**config.mk**
```make
export PLATFORM = sky130hd
export DESIGN_NAME = vga_scanout_reader_flat
export DESIGN_NICKNAME = d
export VERILOG_FILES = /design/src/rtl/vga_scanout_reader_if.sv /design/src/rtl/vga_scanout_reader.sv /design/src/flat_wrapper.sv
export SDC_FILE = /design/constraint.sdc
export NUM_CORES = 1
export LEC_CHECK = 0
export ABC_AREA = 1
export CAP_MARGIN = 10
export CORE_MARGIN = 1
export CORE_UTILIZATION = 47
export CTS_CLUSTER_DIAMETER = 80
export DETAILED_ROUTE_END_ITERATION = 7
export MAX_ROUTING_LAYER = met4
export PLACE_DENSITY = 0.8
export SETUP_SLACK_MARGIN = 0.2
export SLEW_MARGIN = 5
export SYNTH_ARGS = -nofsm -noshare
export SYNTH_HDL_FRONTEND = slang
export SYNTH_SLANG_ARGS = --single-unit
```
**constraint.sdc**
```tcl
create_clock -name CLOCK_50 -period 2.1 [get_ports CLOCK_50]
set_input_delay 0.315 -clock CLOCK_50 [delete_from_list [all_inputs] [get_ports CLOCK_50]]
set_output_delay 0.315 -clock CLOCK_50 [all_outputs]
set_load 0.05 [all_outputs]
```
**src/rtl/vga_scanout_reader_if.sv**
```systemverilog
// Read port between the scanout reader and the 160x120 video memory.
// The reader drives the address; the memory answers with a 3-bit colour
// one clock later.
interface vga_scanout_reader_if;
    logic [14:0] rd_addr;
    logic [2:0]  rd_data;

    modport master (output rd_addr, input rd_data);
    modport slave  (input rd_addr, output rd_data);
endinterface

```
**src/rtl/vga_scanout_reader.sv**
```systemverilog
// VGA scanout reader: generates 640x480@60 timing from a 50 MHz clock at a
// 25 MHz pixel rate, maps each screen pixel onto the 160x120 framebuffer
// (4x4 replication), reads the colour, and drives the DAC pins with colour,
// sync and blank aligned through a two-tick pipeline.
module vga_scanout_reader #(
    parameter int H_VISIBLE = 640,
    parameter int H_FRONT   = 16,
    parameter int H_SYNC    = 96,
    parameter int H_BACK    = 48,
    parameter int V_VISIBLE = 480,
    parameter int V_FRONT   = 10,
    parameter int V_SYNC    = 2,
    parameter int V_BACK    = 33
) (
    input  logic                        CLOCK_50,
    input  logic                        reset,
    vga_scanout_reader_if.master        rd_port,
    output logic                        frame_start,
    output logic                        VGA_CLK,
    output logic                        VGA_HS,
    output logic                        VGA_VS,
    output logic                        VGA_BLANK_N,
    output logic                        VGA_SYNC_N,
    output logic [9:0]                  VGA_R,
    output logic [9:0]                  VGA_G,
    output logic [9:0]                  VGA_B
);

    localparam int H_TOTAL = H_VISIBLE + H_FRONT + H_SYNC + H_BACK;
    localparam int V_TOTAL = V_VISIBLE + V_FRONT + V_SYNC + V_BACK;

    localparam logic [9:0] H_LAST       = 10'(H_TOTAL - 1);
    localparam logic [9:0] V_LAST       = 10'(V_TOTAL - 1);
    localparam logic [9:0] H_VIS        = 10'(H_VISIBLE);
    localparam logic [9:0] V_VIS        = 10'(V_VISIBLE);
    localparam logic [9:0] H_SYNC_START = 10'(H_VISIBLE + H_FRONT);
    localparam logic [9:0] H_SYNC_END   = 10'(H_VISIBLE + H_FRONT + H_SYNC);
    localparam logic [9:0] V_SYNC_START = 10'(V_VISIBLE + V_FRONT);
    localparam logic [9:0] V_SYNC_END   = 10'(V_VISIBLE + V_FRONT + V_SYNC);

    // Pixel-rate enable and scan position
    logic        r_pix_en;
    logic [9:0]  r_hc;
    logic [9:0]  r_vc;

    // Stage 1: address and the timing that travels with it
    logic [14:0] r_rd_addr;
    logic        r_hs1;
    logic        r_vs1;
    logic        r_blank1;

    // Stage 2: pin registers
    logic        r_hs;
    logic        r_vs;
    logic        r_blank_n;
    logic [9:0]  r_r;
    logic [9:0]  r_g;
    logic [9:0]  r_b;
    logic        r_frame_start;

    logic        w_tick;
    logic        w_h_wrap;
    logic        w_v_wrap;
    logic        w_vis;
    logic        w_hs_n;
    logic        w_vs_n;
    logic [14:0] w_x;
    logic [14:0] w_y;
    logic [14:0] w_addr;

    assign w_tick   = r_pix_en;
    assign w_h_wrap = (r_hc == H_LAST);
    assign w_v_wrap = (r_vc == V_LAST);
    assign w_vis    = (r_hc < H_VIS) && (r_vc < V_VIS);
    assign w_hs_n   = !((r_hc >= H_SYNC_START) && (r_hc < H_SYNC_END));
    assign w_vs_n   = !((r_vc >= V_SYNC_START) && (r_vc < V_SYNC_END));

    // Framebuffer coordinate: drop the two low bits for 4x4 replication,
    // then y*160 + x as y*128 + y*32 + x.
    assign w_x    = {7'd0, r_hc[9:2]};
    assign w_y    = {7'd0, r_vc[9:2]};
    assign w_addr = (w_y << 7) + (w_y << 5) + w_x;

    // Divide the 50 MHz clock into a 25 MHz pixel enable
    // NOTE: every sequential block uses non-blocking assignments so all
    // registers update from the same pre-edge values and simulation matches
    // the synthesised flops regardless of block ordering.
    always_ff @(posedge CLOCK_50 or posedge reset) begin
        if (reset) begin
            r_pix_en <= 1'b0;
        end else begin
            r_pix_en <= ~r_pix_en;
        end
    end

    // Horizontal and vertical scan counters, advancing once per pixel tick
    always_ff @(posedge CLOCK_50 or posedge reset) begin
        if (reset) begin
            r_hc <= '0;
            r_vc <= '0;
        end else if (w_tick) begin
            if (w_h_wrap) begin
                r_hc <= '0;
                r_vc <= w_v_wrap ? '0 : r_vc + 10'd1;
            end else begin
                r_hc <= r_hc + 10'd1;
            end
        end
    end

    // Stage 1: issue the read address and register sync/blank alongside it
    always_ff @(posedge CLOCK_50 or posedge reset) begin
        if (reset) begin
            r_rd_addr <= '0;
            r_hs1     <= 1'b1;
            r_vs1     <= 1'b1;
            r_blank1  <= 1'b0;
        end else if (w_tick) begin
            r_rd_addr <= w_vis ? w_addr : 15'd0;
            r_hs1     <= w_hs_n;
            r_vs1     <= w_vs_n;
            r_blank1  <= w_vis;
        end
    end

    // Stage 2: capture the returned colour, gated by the visible flag so
    // whatever the memory returns during blanking never reaches the DAC
    always_ff @(posedge CLOCK_50 or posedge reset) begin
        if (reset) begin
            r_hs      <= 1'b1;
            r_vs      <= 1'b1;
            r_blank_n <= 1'b0;
            r_r       <= '0;
            r_g       <= '0;
            r_b       <= '0;
        end else if (w_tick) begin
            r_hs      <= r_hs1;
            r_vs      <= r_vs1;
            r_blank_n <= r_blank1;
            r_r       <= {10{rd_port.rd_data[2] & r_blank1}};
            r_g       <= {10{rd_port.rd_data[1] & r_blank1}};
            r_b       <= {10{rd_port.rd_data[0] & r_blank1}};
        end
    end

    // One-cycle pulse after the tick that wraps the scan back to (0,0)
    always_ff @(posedge CLOCK_50 or posedge reset) begin
        if (reset) begin
            r_frame_start <= 1'b0;
        end else begin
            r_frame_start <= w_tick && w_h_wrap && w_v_wrap;
        end
    end

    assign rd_port.rd_addr = r_rd_addr;
    assign frame_start     = r_frame_start;
    assign VGA_CLK         = r_pix_en;
    assign VGA_HS          = r_hs;
    assign VGA_VS          = r_vs;
    assign VGA_BLANK_N     = r_blank_n;
    assign VGA_SYNC_N      = 1'b1;
    assign VGA_R           = r_r;
    assign VGA_G           = r_g;
    assign VGA_B           = r_b;

endmodule

```
**src/flat_wrapper.sv**
```systemverilog
// flat-port wrapper written by rule: the top's interface ports become plain ports
module vga_scanout_reader_flat 
#(
    parameter int H_VISIBLE = 640,
    parameter int H_FRONT   = 16,
    parameter int H_SYNC    = 96,
    parameter int H_BACK    = 48,
    parameter int V_VISIBLE = 480,
    parameter int V_FRONT   = 10,
    parameter int V_SYNC    = 2,
    parameter int V_BACK    = 33
)
  (CLOCK_50, reset, frame_start, VGA_CLK, VGA_HS, VGA_VS, VGA_BLANK_N, VGA_SYNC_N, VGA_R, VGA_G, VGA_B, rd_port_rd_addr, rd_port_rd_data);
  vga_scanout_reader_if rd_port_i ();
  input  logic CLOCK_50;
  input  logic reset;
  output logic frame_start;
  output logic VGA_CLK;
  output logic VGA_HS;
  output logic VGA_VS;
  output logic VGA_BLANK_N;
  output logic VGA_SYNC_N;
  output logic [9:0] VGA_R;
  output logic [9:0] VGA_G;
  output logic [9:0] VGA_B;
  output wire logic [$bits(rd_port_i.rd_addr)-1:0] rd_port_rd_addr;
  input wire logic [$bits(rd_port_i.rd_data)-1:0] rd_port_rd_data;
  assign rd_port_rd_addr = rd_port_i.rd_addr;
  assign rd_port_i.rd_data = rd_port_rd_data;
  vga_scanout_reader #(.H_VISIBLE(H_VISIBLE), .H_FRONT(H_FRONT), .H_SYNC(H_SYNC), .H_BACK(H_BACK), .V_VISIBLE(V_VISIBLE), .V_FRONT(V_FRONT), .V_SYNC(V_SYNC), .V_BACK(V_BACK)) u_core (.CLOCK_50(CLOCK_50), .reset(reset), .rd_port(rd_port_i), .frame_start(frame_start), .VGA_CLK(VGA_CLK), .VGA_HS(VGA_HS), .VGA_VS(VGA_VS), .VGA_BLANK_N(VGA_BLANK_N), .VGA_SYNC_N(VGA_SYNC_N), .VGA_R(VGA_R), .VGA_G(VGA_G), .VGA_B(VGA_B));
endmodule
```
# Yosys cells after proc, flatten, opt, wreduce, memory -nomap -nowiden
# Cells that the tools add are included.
[word_totals]
word_cells = 41
ff_bits = 46
out_inout_bits = 51
[op_classes]
bitwise_logic = 4
add_sub_neg = 4
n_reduce_logical = 8
order_cmp = 6
n_eq_ne = 2
n_mux = 3
[op_table]
columns = ["cell", "count"]
rows = [
  ["$add 10x1->10 const B", 2],
  ["$eq 10x10->1 const B", 2],
  ["$lt 10x10->1 const B", 2],
  ["$lt 10x9->1 const B", 2],
  ["$mux 10", 2],
  ["$add 15x13->15", 1],
  ["$add 15x8->15", 1],
  ["$mux 15", 1],
  ["$ge 10x10->1 const B", 1],
  ["$ge 10x9->1 const B", 1],
  ["$logic_and 1x1->1", 5],
  ["$and 1x1->1", 3],
  ["$logic_not 1->1", 2],
  ["$reduce_and 2->1", 1],
  ["$not 1->1", 1],
]

# Longest topological paths before layout
[logic_depth]
word_depth = 3
depth_mapped = 12
depth_no_buf = 12

# Least setup slack after synthesis
# Ideal clock, no wire load.
[synth_timing]
path_kind = "register to register"
startpoint = "reg u_core.r_vc[4]"
endpoint = "reg u_core.r_rd_addr[10] (netlist: u_core.rd_port.rd_addr[10])"
slack_ps = 40
setup_time_ps = 66
arrival_ps = 1994
required_time_ps = 2034
stages_incl_launch_ff = 10
synth_period_minus_slack_ps = 2060
cell_sequence = "dfrtp_1 -> inv_1 -> fa_1 -> fa_1 -> inv_1 -> nand2_1 -> a21oi_1 -> xor2_1 -> nand2_1 -> nand2_1"
[synth_between]
elab_chain_cells = 3
[synth_lines]
columns = ["item", "line", "rtl"]
rows = [
  ["from (decl)", "vga_scanout_reader.sv:44", "logic [9:0] r_vc;"],
  ["from (signal assigned)", "vga_scanout_reader.sv:104", "r_vc <= w_v_wrap ? '0 : r_vc + 10'd1;"],
  ["$add 15x13->15 / $lt 10x9->1 (equally long branches)", "vga_scanout_reader.sv:82, vga_scanout_reader.sv:74", ""],
  ["$add 15x8->15 / $logic_and 1x1->1 (equally long branches)", "vga_scanout_reader.sv:82, vga_scanout_reader.sv:74", ""],
  ["$mux 15 *", "vga_scanout_reader.sv:119", "r_rd_addr <= w_vis ? w_addr : 15'd0;"],
  ["to (signal assigned)", "vga_scanout_reader.sv:119", ""],
  ["to (decl)", "vga_scanout_reader.sv:47", "logic [14:0] r_rd_addr;"],
]
# Every way passes the cells marked *; elsewhere a longest branch is shown, timed or not.
# A chain may end at the register's enable or synchronous reset.

# Worst setup path after layout
[layout_timing]
startpoint = "reg u_core.r_vc[4]"
endpoint = "reg u_core.r_rd_addr[12] (netlist: u_core.rd_port.rd_addr[12])"
# Same word-level chain as after synthesis.

==> run metrics <==
status=finished, final reports clean; total CTS buffers=5; Top FF cell, synth=dfrtp_1; Post-synth EDFFs=0; average wire per cell in the routed design=12.2 um; Tightest Hold Check Type=in -> async; row count=27; Placement Cell Area=3250 um^2; drt drc=0; final hold vios=0; FF-to-FF Start=u_core.r_vc[4]; port bufs=54; ANT nets after route=0; Clock Skew=roughly 0.004 ns; number of global-route vias before repair=approximately 2.2k; TritonCTS clock tree=done; Setup-failing EPs final=0; Die H=79.4 um; Final #Nets=424; Peak VDD IR=0.244 mV; layout cell share with drive strength beyond 1=approximately 13%; Remaining Overflow, GRT=0; worst slew pin tran=0.581 ns; clk buf depth=2; Mapped Area=2810 um^2; Worst-Skew Late Latency=0.31 ns; initial DRC count=around 140; RSZ-0062 raised after global routing=true; largest net degree at the start of global routing=47; # clock sinks=46; global-route wire length before repair=9780 um; htree depth=2; worst reg2reg path depth=11; Mapped Avg Cell Area=7.81 um^2; area growth from synthesis to layout=20.9%; crit path time final=between 1.5 and 2 ns; Setup TNS Final=0 ns; Mapped Cells=360; Worst setup EP type=flop; startpoint type of the worst setup path=flop; detailed placement HPWL=4110 um; WS Path Type=reg -> reg; Total Wirelength=around 5800 um; # IOs=56; Final Cell Area=3400 um^2; # diodes=0; register bit count reported by yosys=between 40 and 50; Rel. slew slack=61.3%; r2r endpoint=u_core.rd_port.rd_addr[12]; RePlAce Congestion=0.883; Slew Viols, Final=0; gr usage total=around a fifth; share of flip-flops with an asynchronous set or reset=100%; CP Max Fanout=2; Critical Path AT=2.15 ns; Initial DRT Pass Iterations=4; Req. time, crit path=2.31 ns; Reg2Reg Setup Slack=0.16 ns; via/cell ratio=4.98; Lkg Pwr=around 1.8 nW; Die ar.=6300 um^2; Clock Pin Slew Worst Setup and Hold Paths=0.09 ns; Yosys cell types=28; YS warnings=0; Core Region=5640 um^2; width of the die=about 80 um; Final Cycle Share=92.4%; max_cap viols=0; vias=2346; Fmax=515 MHz; initial antenna violation count=0; Pwr Density=511 nW/um^2; syn_nets=between 300 and 400; fin util=60.3%; Root Driver=clkbuf_8; Starting Density=49.9%; Seq/Total Area, Yosys=41.1%
==> synth_stat cells, drive strengths merged, types with 2 or more instances <==
master  instances  area share, %
dfstp           4            3.7
nand3          20            3.6
o21ai          19            3.4
inv            47            6.3
xnor2           3           0.93
buf            32            8.5
nand2         103             14
dfrtp          42             37
ha             19            8.5
nor3            3           0.71
clkbuf          2           0.27
nor2           37            5.1
xor2            8            2.5
nand4           6            1.3
fa              2            1.4
a21oi           7            1.2
==> how the worst max path moves through the flow <==
stage	endpoint	slack [ns]	start	depth (start not counted)
after global placement	u_core.rd_port.rd_addr[11]	0.12	u_core.r_vc[2]	11
after detailed placement	u_core.rd_port.rd_addr[11]	0.05	u_core.r_vc[2]	11
after CTS	u_core.rd_port.rd_addr[11]	0.16	u_core.r_vc[2]	11
final	u_core.rd_port.rd_addr[12]	0.16	u_core.r_vc[4]	11
after floorplan	u_core.rd_port.rd_addr[12]	0.20	u_core.r_vc[2]	11
after global routing	u_core.rd_port.rd_addr[12]	0.07	u_core.r_vc[2]	11
==> layout make-up <==
| cell class | count | area, um^2 |
|---|---|---|
| fill | 469 | 2240 |
| timing repair buffer | 65 | 581 |
| multi-input combinational | 232 | 1280 |
| tap | 72 | 90.1 |
| inverter | 48 | 180 |
| sequential | 46 | 1160 |
| clock buffer | 5 | 68.8 |
| clock inverter | 3 | 40.0 |
==> routing by layer <==
metal | part of all wire, % | track usage, % | up-vias | wire [um]
li1 | - | - | 1161 | -
met1 | 45 | 24.2 | 1102 | 2580
met2 | 49 | 35.0 | 77 | 2810
met3 | 5.1 | 3.68 | 6 | 295
met4 | 1.3 | 6.00 | 0 | 76
met5 | 0 | - | - | 0
==> sequential cells by signal, summed over array words and instances (netlist names) <==
| signal | flops |
|---|---|
| u_core.VGA_G | 1 |
| u_core.VGA_BLANK_N | 1 |
| u_core.VGA_VS | 1 |
| u_core.r_blank1 | 1 |
| u_core.VGA_HS | 1 |
| u_core.r_vs1 | 1 |
| u_core.r_vc | 10 |
| u_core.VGA_B | 1 |
| u_core.r_hc | 10 |
| u_core.r_hs1 | 1 |
| u_core.rd_port.rd_addr | 15 |
| u_core.VGA_CLK | 1 |
| u_core.VGA_R | 1 |
| u_core.frame_start | 1 |
==> layout by cell type, fill, tap and decap left out, types with 2 or more instances in the layout <==
cell              n
clkdlybuf4s50_1  21
dfstp_2           4
ha_1             16
ha_2              2
dfrtp_1          42
nand3_1          19
o21ai_0          19
xor2_1            8
clkinv_1          2
nor2_1           35
clkinv_2          2
nand4_1           6
nand2_2           6
nand2_1          96
clkbuf_8          5
a21oi_1           4
dlygate4sd2_1    32
nor3_1            2
inv_1            39
nor2_2            2
inv_2             7
fa_2              2
buf_4            12
xnor2_1           3
a21oi_2           3
==> critical path: stages (launching register included) <==
cell      delay (ns)
dfrtp_1         0.41
inv_2           0.08
fa_2            0.47
fa_2            0.37
inv_2           0.07
nand2_2         0.06
nand2_1         0.06
nand3b_1        0.09
nand2_1         0.07
nand2_1         0.04
nand3_1         0.06
nand2_1         0.05
==> what timing repair did <==
item / CTS / global route
setup buffers: 3 / 1
pin swaps: 5 / 6
resized for setup: 39 / 9
setup endpoints to repair: 38 / 7
hold buffers: 0 / 0
==> kinds of logic (layout without fill, tap and decap cells) <==
kind of cell,Yosys count,after routing,share of synthesized area (%)
simple gates,172,172,25.4
buf+inv,82,121,15.2
flops,46,46,41.1
compound gates,27,27,4.85
fa+ha+maj,21,21,9.88
xor+xnor,11,11,3.43
other cells,1,1,0.133
==> per-stage QoR <==
step | power (mW) | setup WS [ns] | hold slack, ns | std cells
2_1_floorplan | 1.08 | 0.204 | 0.439 | 360
3_3_place_gp | 1.11 | 0.116 | 0.448 | 459
3_5_place_dp | 1.11 | 0.0519 | 0.449 | 459
4_1_cts | 1.75 | 0.159 | 0.461 | 470
5_1_grt | 1.79 | 0.0655 | 0.489 | 471
6_report | 1.74 | 0.159 | 0.461 | 471
==> where the power goes <==
group / switching (mW) / internal, mW / total [mW]
Clock: 0.316 / 0.351 / 0.666
Combinational: 0.141 / 0.0362 / 0.177
Sequential: 0.00598 / 0.888 / 0.894
(Power assumes the default switching activity.)
